## src/rtl/vend_ctrl.sv

```systemverilog
// Two-item vending transaction controller: coin credit, dispense handshake,
// then half-yuan change payout one coin at a time through the hopper.
module vend_ctrl #(
   parameter int PRICE_A    = 4,
   parameter int PRICE_B    = 3,
   parameter int CREDIT_MAX = 8,
   parameter int TIMEOUT    = 1000
) (
   input  logic       sys_clk,
   input  logic       sys_rst_n,
   input  logic       pi_money_half,
   input  logic       pi_money_one,
   input  logic [1:0] pi_sel,
   input  logic       pi_cancel,
   input  logic       pi_disp_done,
   input  logic       pi_coin_ack,
   output logic       po_disp_req,
   output logic       po_disp_item,
   output logic       po_coin_req,
   output logic       po_coin_reject,
   output logic [3:0] po_credit,
   output logic       po_busy
);

   localparam logic [1:0] IDLE   = 2'd0;
   localparam logic [1:0] VEND   = 2'd1;
   localparam logic [1:0] CHANGE = 2'd2;

   localparam int CW = $clog2(TIMEOUT);
   localparam logic [CW-1:0] T_LAST = CW'(TIMEOUT - 1);
   localparam logic [4:0] MAX5 = 5'(CREDIT_MAX);
   localparam logic [3:0] PA4  = 4'(PRICE_A);
   localparam logic [3:0] PB4  = 4'(PRICE_B);

   logic [1:0]    state, state_n;
   logic [3:0]    credit, credit_n;
   logic [CW-1:0] tcnt, tcnt_n;
   logic          item, item_n;
   logic          reject, reject_n;
   logic          disp_req, coin_req, busy;

   logic          coin_any;
   logic          coin_both;
   logic [4:0]    coin_sum;
   logic          sel_ok;
   logic [3:0]    price;

   assign coin_any  = pi_money_half | pi_money_one;
   assign coin_both = pi_money_half & pi_money_one;
   assign coin_sum  = {1'b0, credit} + (pi_money_one ? 5'd2 : 5'd1);
   assign sel_ok    = (pi_sel == 2'b01) || (pi_sel == 2'b10);
   assign price     = (pi_sel == 2'b10) ? PB4 : PA4;

   always_comb begin
      state_n  = state;
      credit_n = credit;
      tcnt_n   = tcnt;
      item_n   = item;
      reject_n = 1'b0;
      case (state)
         IDLE: begin
            if (pi_cancel) begin
               reject_n = coin_any;
               tcnt_n   = '0;
               if (credit != 4'd0)
                  state_n = CHANGE;
            end else if (coin_any) begin
               // a rejected coin neither restarts nor advances the idle timer
               if (coin_both || coin_sum > MAX5) begin
                  reject_n = 1'b1;
               end else begin
                  credit_n = coin_sum[3:0];
                  tcnt_n   = '0;
               end
            end else if (sel_ok) begin
               tcnt_n = '0;
               if (credit >= price) begin
                  credit_n = credit - price;
                  item_n   = pi_sel[1];
                  state_n  = VEND;
               end
            end else if (credit != 4'd0) begin
               if (tcnt == T_LAST) begin
                  state_n = CHANGE;
                  tcnt_n  = '0;
               end else begin
                  tcnt_n = tcnt + 1'b1;
               end
            end
         end
         VEND: begin
            reject_n = coin_any;
            tcnt_n   = '0;
            if (pi_disp_done)
               state_n = (credit != 4'd0) ? CHANGE : IDLE;
         end
         CHANGE: begin
            reject_n = coin_any;
            tcnt_n   = '0;
            if (pi_coin_ack && credit != 4'd0) begin
               credit_n = credit - 4'd1;
               if (credit == 4'd1)
                  state_n = IDLE;
            end
         end
         default: begin
            state_n = IDLE;
            tcnt_n  = '0;
         end
      endcase
      if (credit_n == 4'd0)
         tcnt_n = '0;
   end

   always_ff @(posedge sys_clk or negedge sys_rst_n) begin
      if (!sys_rst_n) begin
         state    <= IDLE;
         credit   <= 4'd0;
         tcnt     <= '0;
         item     <= 1'b0;
         reject   <= 1'b0;
         disp_req <= 1'b0;
         coin_req <= 1'b0;
         busy     <= 1'b0;
      end else begin
         state    <= state_n;
         credit   <= credit_n;
         tcnt     <= tcnt_n;
         item     <= item_n;
         reject   <= reject_n;
         disp_req <= (state_n == VEND);
         coin_req <= (state_n == CHANGE);
         busy     <= (state_n != IDLE);
      end
   end

   assign po_disp_req    = disp_req;
   assign po_disp_item   = item;
   assign po_coin_req    = coin_req;
   assign po_coin_reject = reject;
   assign po_credit      = credit;
   assign po_busy        = busy;

endmodule

```

## config.mk

```make
export PLATFORM = sky130hd
export DESIGN_NAME = vend_ctrl
export DESIGN_NICKNAME = d
export VERILOG_FILES = /design/src/rtl/vend_ctrl.sv
export SDC_FILE = /design/constraint.sdc
export NUM_CORES = 1
export LEC_CHECK = 0
export CAP_MARGIN = 15
export CORE_ASPECT_RATIO = 0.8
export CORE_MARGIN = 4
export CORE_UTILIZATION = 50
export DETAILED_ROUTE_END_ITERATION = 6
export PLACE_DENSITY_LB_ADDON = 0.25
export SYNTH_ARGS = -nofsm -noshare
export SYNTH_HDL_FRONTEND = slang
export SYNTH_SLANG_ARGS = --single-unit
```

## constraint.sdc

```tcl
create_clock -name sys_clk -period 4.9 [get_ports sys_clk]
set_clock_uncertainty 0.15 [all_clocks]
set_input_delay 1.47 -clock sys_clk [delete_from_list [all_inputs] [get_ports sys_clk]]
set_output_delay 1.47 -clock sys_clk [all_outputs]
set_load 0.005 [all_outputs]
```

==> reports/metrics.csv, run 1 <==
metric,value,unit
total CTS buffers,3,
Starting Density,54.0,%
Filler Cells Inserted,277,
Worst Path Required,4.88,ns
Ports,18,
CTS Hold Buffers Added,0,
Hold Crit Depth,1,
fin util,62.2,%
WP depth,13,
Clock transition at path regs,0.07,ns
Mapped Area,1740,sq um
endpoints failing setup,0,
Critical Path Fanout Max,10,
RSZ-0062 raised after global routing,no,
relative slew slack,36.7,%
Syn Inst Count,200,
final worst path period share,90.6,%
CP Capture Type,flop,
Synth top area share,30.2,%
"FF+latch count, synth",21,
initial antenna violation count,0,
cell taking the most area after synthesis,dfrtp_1,
H-Tree Depth,1,
hpwl dp,3140,um
row count,18,
Remaining DRCs,0,
Initial DRT Pass Iterations,4,
critical path class,in2reg,
WL per Instance,15.7,um
GP Congestion,0.920,
Top delay family on crit path,buffers and inverters,
final net count,244,
setup bufs post-CTS,0,
Resize count post-CTS,0,
worst vdd ir,294,uV
Core Box Area,3220,sq um
CTS tree,done,
Worst-Skew Late Latency,0.26,ns
largest cells by area after synthesis,"dfrtp_1 30%, ha_1 9.4%, a21oi_1 4.3%, xnor2_1 3.5%, nand2_1 3.5%",
Final Hold Vio Count,0,
total clock sinks,21,
Reg2Reg Depth,12,
Tightest Pin Transition,0.947,ns
ANT cells,0,
P&R area growth vs syn,15.1,%
setup_tns,0,ns
fmax,225,MHz
crit start category,input pin,
P_leak,0.000800,uW
pwr dens,537,nW/um^2
via count,1556,
hold crit path type,reg2reg,
CP max stage cell,clkdlybuf4s50_1,
critical path arrival,4.42,ns
Clock Root Buffer,clkbuf_8,
asr flop ratio synth,100,%
CP most frequent cell,inv_1,
"Largest stage delay, worst path",0.50,ns
DRT antenna net count,0,
MaxCap Viol Count,0,
CTS max path bufs,2,
die width,73.9,um
top_reg_cell synth,dfrtp_1,
min cycle time layout,4.44,ns
synth unique cells,55,
Iteration-0 DRC Markers,228,
number of global-route vias before repair,1503,
gr ovfl total,0,
Total GRT Usage,19.8,%
first-pass GRT wire length,6910,um
Mapped Nets,224,
Final Max Slew Viols,0,
status,"finished, final reports clean",
DIE HEIGHT,60.8,um
port buffer count,17,
post-synthesis sequential area ratio,30.2,%
crit path buf inv count,4,
pin count of the biggest net entering global routing,22,
Synth Warn #,0,
Die Area,4490,sq um
WL final,4070,um
syn_area_per_cell,8.70,sq um
"EDFF count, synth",0,
layout cells sized above 1,9.59,%
"Critical Path, Cell by Cell","clkdlybuf4s50_1, inv_1, ha_1, inv_1, fa_1, nor2b_1, nand2_1, a21o_1, a221oi_2, o21ai_2, nor4_4, buf_4, nor4_1",
Vias/cell,6.01,
cell usage in the layout, fill, tap and decap left out, types with 3 or more instances in the layout:
| cell type | netlist | routed |
|---|---|---|
| a211oi_1 | 3 | 3 |
| nor2_1 | 16 | 16 |
| mux2i_1 | 3 | 3 |
| o21ai_0 | 6 | 6 |
| nand4_1 | 5 | 5 |
| nand2_1 | 16 | 16 |
| nor2b_1 | 5 | 5 |
| ha_1 | 13 | 13 |
| xor2_1 | 3 | 3 |
| nand3_1 | 10 | 10 |
| nor4_1 | 3 | 3 |
| nor3_1 | 10 | 10 |
| inv_1 | 12 | 12 |
| a21oi_1 | 15 | 15 |
| dfrtp_1 | 21 | 21 |
| buf_4 | 0 | 4 |
| xnor2_1 | 7 | 7 |
| clkbuf_8 | 0 | 3 |
| clkdlybuf4s50_1 | 0 | 17 |
stage by stage:
step | setup WS, ns | instances | total power [uW] | hold slack, ns | area [sq um]
finish | 0.461 | 259 | 1080 | 0.372 | 2000
global route | 0.192 | 259 | 1160 | 0.420 | 2000
CTS | 0.484 | 259 | 1070 | 0.386 | 2000
detailed placement | 0.214 | 255 | 953 | 0.364 | 1960
global placement | 0.237 | 255 | 937 | 0.351 | 1960
floorplan | 0.854 | 200 | 738 | 0.355 | 1740
final timing paths:
kind / start / to / slack (ns)
setup / recovery: pi_money_one / tcnt[7]$_DFFE_PN0P_ / 0.46
min in group asynchronous: sys_rst_n / po_credit[0]$_DFF_PN0_ / 1.58
hold / removal: po_disp_item$_DFFE_PN0P_ / po_disp_item$_DFFE_PN0P_ / 0.37
setup reg to reg: po_credit[0]$_DFF_PN0_ / tcnt[7]$_DFFE_PN0P_ / 1.66
hold reg to reg: po_disp_item$_DFFE_PN0P_ / po_disp_item$_DFFE_PN0P_ / 0.37
max in group asynchronous: sys_rst_n / po_credit[3]$_DFF_PN0_ / 2.44
where the power goes:
part / internal (uW) / total, uW / switching [uW]
logic: 295 / 658 / 363
registers: 216 / 303 / 86.6
clock network: 58.0 / 114 / 56.4
total: 570 / 1080 / 506
registers in the layout, summed over array words and instances, names as in the netlist:
signal          cells
tcnt               10
po_credit           4
state               2
po_busy             1
po_coin_reject      1
po_coin_req         1
po_disp_item        1
po_disp_req         1
cells in the mapped netlist (2+ instances only):
library cell,n
a211oi_1,3
a21boi_0,2
a21oi_1,15
and2_1,2
buf_2,2
clkbuf_1,3
dfrtp_1,21
fa_1,2
ha_1,13
inv_1,12
mux2_2,2
mux2i_1,3
nand2_1,16
nand3_1,10
nand4_1,5
nor2_1,16
nor2b_1,5
nor3_1,10
nor4_1,3
o211ai_1,2
o21ai_0,6
o21ai_1,2
o21ai_2,2
o221ai_1,2
o2bb2ai_1,2
or3_1,2
xnor2_1,7
xor2_1,3
cells by family after synthesis:
kind of cell | count (synthesis) | synth area share (%)
XOR/XNOR | 10 | 5.04
AO/OA/AOI/OAI | 53 | 22.2
AND/OR/NAND/NOR | 78 | 23.5
buffers and inverters | 18 | 4.46
flip-flops | 21 | 30.2
adder cells (fa/ha/maj) | 15 | 11.7
multiplexers | 5 | 3.02
cell type report:
class	instances	area, sq um	share of cell area (%)
clock buffer	4	45.0	2.25
timing repair buffer	21	200	10.0
inverter	12	45.0	2.25
sequential	21	526	26.3
tap	40	50.0	2.50
multi-input combinational	161	1140	56.8
metal layers:
metal / up-vias / wire (um) / track usage, %
met2: 38 / 1790 / 31.8
met5: - / 0 / 0
met4: 0 / 48 / 5.17
met3: 6 / 200 / 4.64
met1: 733 / 2030 / 27.2
li1: 779 / - / -
Note: power is estimated with default switching activity, not from simulation.
==> run 2: changes to the inputs <==
CTS_CLUSTER_DIAMETER = 50   (was not set)
SETUP_SLACK_MARGIN = 0.3   (was not set)
==> run 2 against run 1 <==
Routed wire length is 0.93% lower. Final area is 0.31% higher. Critical path depth stayed put. Register-to-register slack better by 0.02 ns. Via count is 0.84% higher. Worst hold slack hardly changed. Non-clock buffer count stayed put. Flip-flop and latch count stayed put. Count of clock-buffer cells in the layout stayed put. Cell count stayed put. First-iteration DRC count is 36% lower.
==> reports/metrics.csv, run 2 (synthesis results as in run 1) <==
metric,value,unit
status,"finished, final reports clean",
initial antenna violation count,0,
Critical Path Fanout Max,10,
Ports,18,
pin count of the biggest net entering global routing,22,
total clock sinks,21,
critical path class,in2reg,
pwr dens,540,nW/um^2
hold crit path type,reg2reg,
die width,73.9,um
Final Hold Vio Count,0,
row count,18,
relative slew slack,37.1,%
RSZ-0062 raised after global routing,no,
WL per Instance,15.6,um
"commonest non-fill, non-tap cells in the layout","21 x dfrtp_1, 17 x clkdlybuf4s50_1, 16 x nor2_1, 16 x nand2_1, 14 x a21oi_1",
Crit. Startpoint,pi_sel[1],
DRT antenna net count,0,
gr ovfl total,0,
Core Box Area,3220,sq um
"Most flops, register",tcnt,
MaxCap Viol Count,0,
Critical R2R Capture,tcnt[7]$_DFFE_PN0P_,
ANT cells,0,
hold slack,0.372,ns
"commonest non-fill, non-tap cell in the layout",dfrtp_1,
Final WS setup,0.512,ns
H-Tree Depth,1,
number of global-route vias before repair,1503,
final net count,244,
Remaining DRCs,0,
flop-to-flop setup slack,1.68,ns
CP Capture Point,tcnt[7]$_DFFE_PN0P_,
P&R area growth vs syn,15.5,%
Worst-Skew Late Latency,0.26,ns
Die Area,4490,sq um
crit start category,input pin,
layout cells sized above 1,11.0,%
Clock transition at path regs,0.08,ns
CTS max path bufs,2,
Final Max Slew Viols,0,
Starting Density,54.0,%
min-delay src,po_disp_item$_DFFE_PN0P_,
reg2reg start,po_credit[0]$_DFF_PN0_,
total power,1080,uW
port buffer count,17,
Tightest Pin Transition,0.940,ns
DIE HEIGHT,60.8,um
total CTS buffers,3,
Iteration-0 DRC Markers,145,
Vias/cell,6.06,
Clock Root Buffer,clkbuf_8,
CP Capture Type,flop,
Worst Path Required,4.92,ns
P_leak,0.000801,uW
Reg2Reg Depth,12,
setup_tns,0,ns
Initial DRT Pass Iterations,4,
fmax,228,MHz
Total GRT Usage,19.8,%
first-pass GRT wire length,6910,um
WL final,4030,um
Setup WS pre-CTS,0.214,ns
worst vdd ir,292,uV
max reg flops,10,
critical path arrival,4.40,ns
final worst path period share,89.6,%
GP Congestion,0.920,
CTS tree,done,
hpwl dp,3140,um
endpoints failing setup,0,
min cycle time layout,4.39,ns
via count,1569,
CTS Hold Buffers Added,0,
Resize count post-CTS,0,
setup bufs post-CTS,0,
run 2: worst min path at each step:
stage                                          end  slack [ns]  cells past startpoint
after CTS                 po_disp_item$_DFFE_PN0P_        0.39                      1
final                     po_disp_item$_DFFE_PN0P_        0.37                      1
after detailed placement  po_disp_item$_DFFE_PN0P_        0.36                      1
after floorplan           po_disp_item$_DFFE_PN0P_        0.36                      1
after global placement    po_disp_item$_DFFE_PN0P_        0.35                      1
after global routing      po_disp_item$_DFFE_PN0P_        0.42                      1
run 2: metal layers:
metal  vias to the layer above  GRT usage [%]  wire length [um]
met3                         6           4.64               239
met1                       735           27.2              1960
met2                        49           31.8              1780
li1                        779              -                 -
met4                         0           5.17                48
met5                         -              0                 0
run 2: area by class of cell:
type	instances	area (sq um)
Fill cell	279	1210
Multi-Input combinational cell	161	1140
Sequential cell	21	526
Timing Repair Buffer	21	200
Tap cell	40	50.0
Clock buffer	4	45.0
Inverter	12	45.0
run 2: stage by stage:
step | cells | cell area (sq um) | util, %
floorplan | 200 | 1740 | -
global placement | 255 | 1960 | 60.8
detailed placement | 255 | 1960 | 60.8
CTS | 259 | 2000 | 62.2
global route | 259 | 2010 | 62.4
finish | 259 | 2010 | 62.4
run 2: critical path, stage by stage:
cell and delay, ns:
clkdlybuf4s50_1 0.48, ha_1 0.19, ha_1 0.17, inv_1 0.06, fa_1 0.42, a211oi_2 0.33, a21oi_2 0.13, mux2_2 0.24
o221ai_1 0.09, o21ai_1 0.29, nor4_4 0.07, buf_4 0.18, nor4_1 0.26
run 2: where the power goes:
part,internal [uW],leakage [uW],switching (uW)
logic,300,0.000504,366
clock network,58.0,0.0000228,56.7
registers,216,0.000274,86.7
==> run 3: changes to the inputs <==
clock period = 5.6 ns   (was 4.9 ns; I/O delays follow)
==> run 3 against run 2 <==
Cell count down 1.2%. Critical endpoint is now tcnt[3]$_DFFE_PN0P_. Routed wire length up 0.84%. Worst hold slack better by 0.019 ns. Largest power group unchanged. Critical path type unchanged.
==> reports/metrics.csv, run 3 (synthesis results as in run 1) <==
metric,value,unit
status,"finished, final reports clean",
Final Max Slew Viols,0,
DRT antenna net count,0,
crit start category,input pin,
endpoints failing setup,0,
Starting Density,54.0,%
total CTS buffers,3,
MaxCap Viol Count,0,
hold crit path type,reg2reg,
RSZ-0062 raised after global routing,no,
setup bufs post-CTS,0,
Clock Root Buffer,clkbuf_8,
"commonest non-fill, non-tap cells in the layout","21 x dfrtp_1, 17 x clkdlybuf4s50_1, 16 x nor2_1, 16 x nand2_1, 15 x a21oi_1",
GP Congestion,0.943,
ANT cells,0,
first-pass GRT wire length,6800,um
worst vdd ir,241,uV
pwr dens,465,nW/um^2
via count,1603,
CP Capture Type,flop,
die width,73.9,um
min cycle time layout,4.81,ns
P_leak,0.000784,uW
pin count of the biggest net entering global routing,22,
Worst-Skew Late Latency,0.26,ns
Ports,18,
"commonest non-fill, non-tap cell in the layout",dfrtp_1,
number of global-route vias before repair,1501,
total clock sinks,21,
Die Area,4490,sq um
layout cells sized above 1,8.33,%
Critical Path Fanout Max,10,
Total GRT Usage,19.6,%
CTS Hold Buffers Added,0,
fmax,208,MHz
Final WS setup,0.792,ns
Resize count post-CTS,0,
critical path arrival,4.78,ns
placed cell area,1930,sq um
Core Box Area,3220,sq um
Final Hold Vio Count,0,
final worst path period share,85.9,%
Initial DRT Pass Iterations,4,
DIE HEIGHT,60.8,um
Clock transition at path regs,0.08,ns
port buffer count,17,
Tightest Pin Transition,0.982,ns
setup_tns,0,ns
hpwl dp,3130,um
Setup WS pre-CTS,0.518,ns
P&R area growth vs syn,13.8,%
Iteration-0 DRC Markers,169,
Filler Cells Inserted,270,
initial antenna violation count,0,
H-Tree Depth,1,
Finished Cell Area,1980,sq um
gr ovfl total,0,
relative slew slack,34.3,%
CTS tree,done,
"Most flops, register",tcnt,
critical path class,in2reg,
WL final,4060,um
Remaining DRCs,0,
row count,18,
final net count,241,
CTS max path bufs,2,
Vias/cell,6.26,
max reg flops,10,
Worst Path Required,5.57,ns
WL per Instance,15.9,um
[run 3: changes by cell type in the layout (fill, tap and decap cells not counted)]
cell	change
a21oi_1	+1
o311ai_1	-1
inv_2	-1
nor2b_2	-1
buf_4	-3
a21oi_2	-1
o311ai_0	+1
inv_1	+1
nor2b_1	+1
[run 3: area by class of cell]
cell class | instances | area (sq um) | share of cell area, %
Tap cell | 40 | 50.0 | 2.53
Clock buffer | 4 | 45.0 | 2.28
Multi-Input combinational cell | 161 | 1140 | 57.4
Inverter | 12 | 45.0 | 2.28
Sequential cell | 21 | 526 | 26.5
Timing Repair Buffer | 18 | 178 | 8.98
[run 3: where the power goes]
part	switching [uW]	total, uW	internal [uW]	leakage (uW)
Combinational	313	557	244	0.000488
Clock	50.0	101	50.7	0.0000228
Sequential	72.9	262	190	0.000274
[run 3: per-stage QoR]
stage          utilization, %  hold slack [ns]  cells  total power (uW)
6_report                 61.5            0.392    256               920
2_1_floorplan               -            0.355    200               646
5_1_grt                  61.5            0.410    256               986
3_3_place_gp             60.1            0.351    252               803
3_5_place_dp             60.1            0.358    252               813
4_1_cts                  61.5            0.381    256               916
[run 3: worst max-delay path: stages]
cell and delay, ns:
clkdlybuf4s50_1 0.50, inv_1 0.15, ha_1 0.20, inv_1 0.07, fa_1 0.50, nor2b_1 0.22, nand2_1 0.11, a21o_1 0.23
a221oi_2 0.30, o21ai_2 0.12, nor4_4 0.56, nor3_1 0.13
[run 3: worst paths after layout]
path / from / end / slack (ns) / cells after the start
hold reg to reg: po_disp_item$_DFFE_PN0P_ / po_disp_item$_DFFE_PN0P_ / 0.39 / 1
max in group asynchronous: sys_rst_n / tcnt[7]$_DFFE_PN0P_ / 2.90 / 1
min in group asynchronous: sys_rst_n / po_disp_item$_DFFE_PN0P_ / 1.81 / 1
setup reg to reg: po_credit[0]$_DFF_PN0_ / tcnt[3]$_DFFE_PN0P_ / 2.21 / 10
hold / removal: po_disp_item$_DFFE_PN0P_ / po_disp_item$_DFFE_PN0P_ / 0.39 / 1
setup / recovery: pi_money_one / tcnt[3]$_DFFE_PN0P_ / 0.79 / 12
[run 3: per-layer routing]
metal	routed length, um	track usage [%]	up-vias
li1	-	-	775
met1	1910	27.2	758
met2	1790	30.8	58
met3	311	4.64	12
met4	57	5.68	0
met5	0	0	-
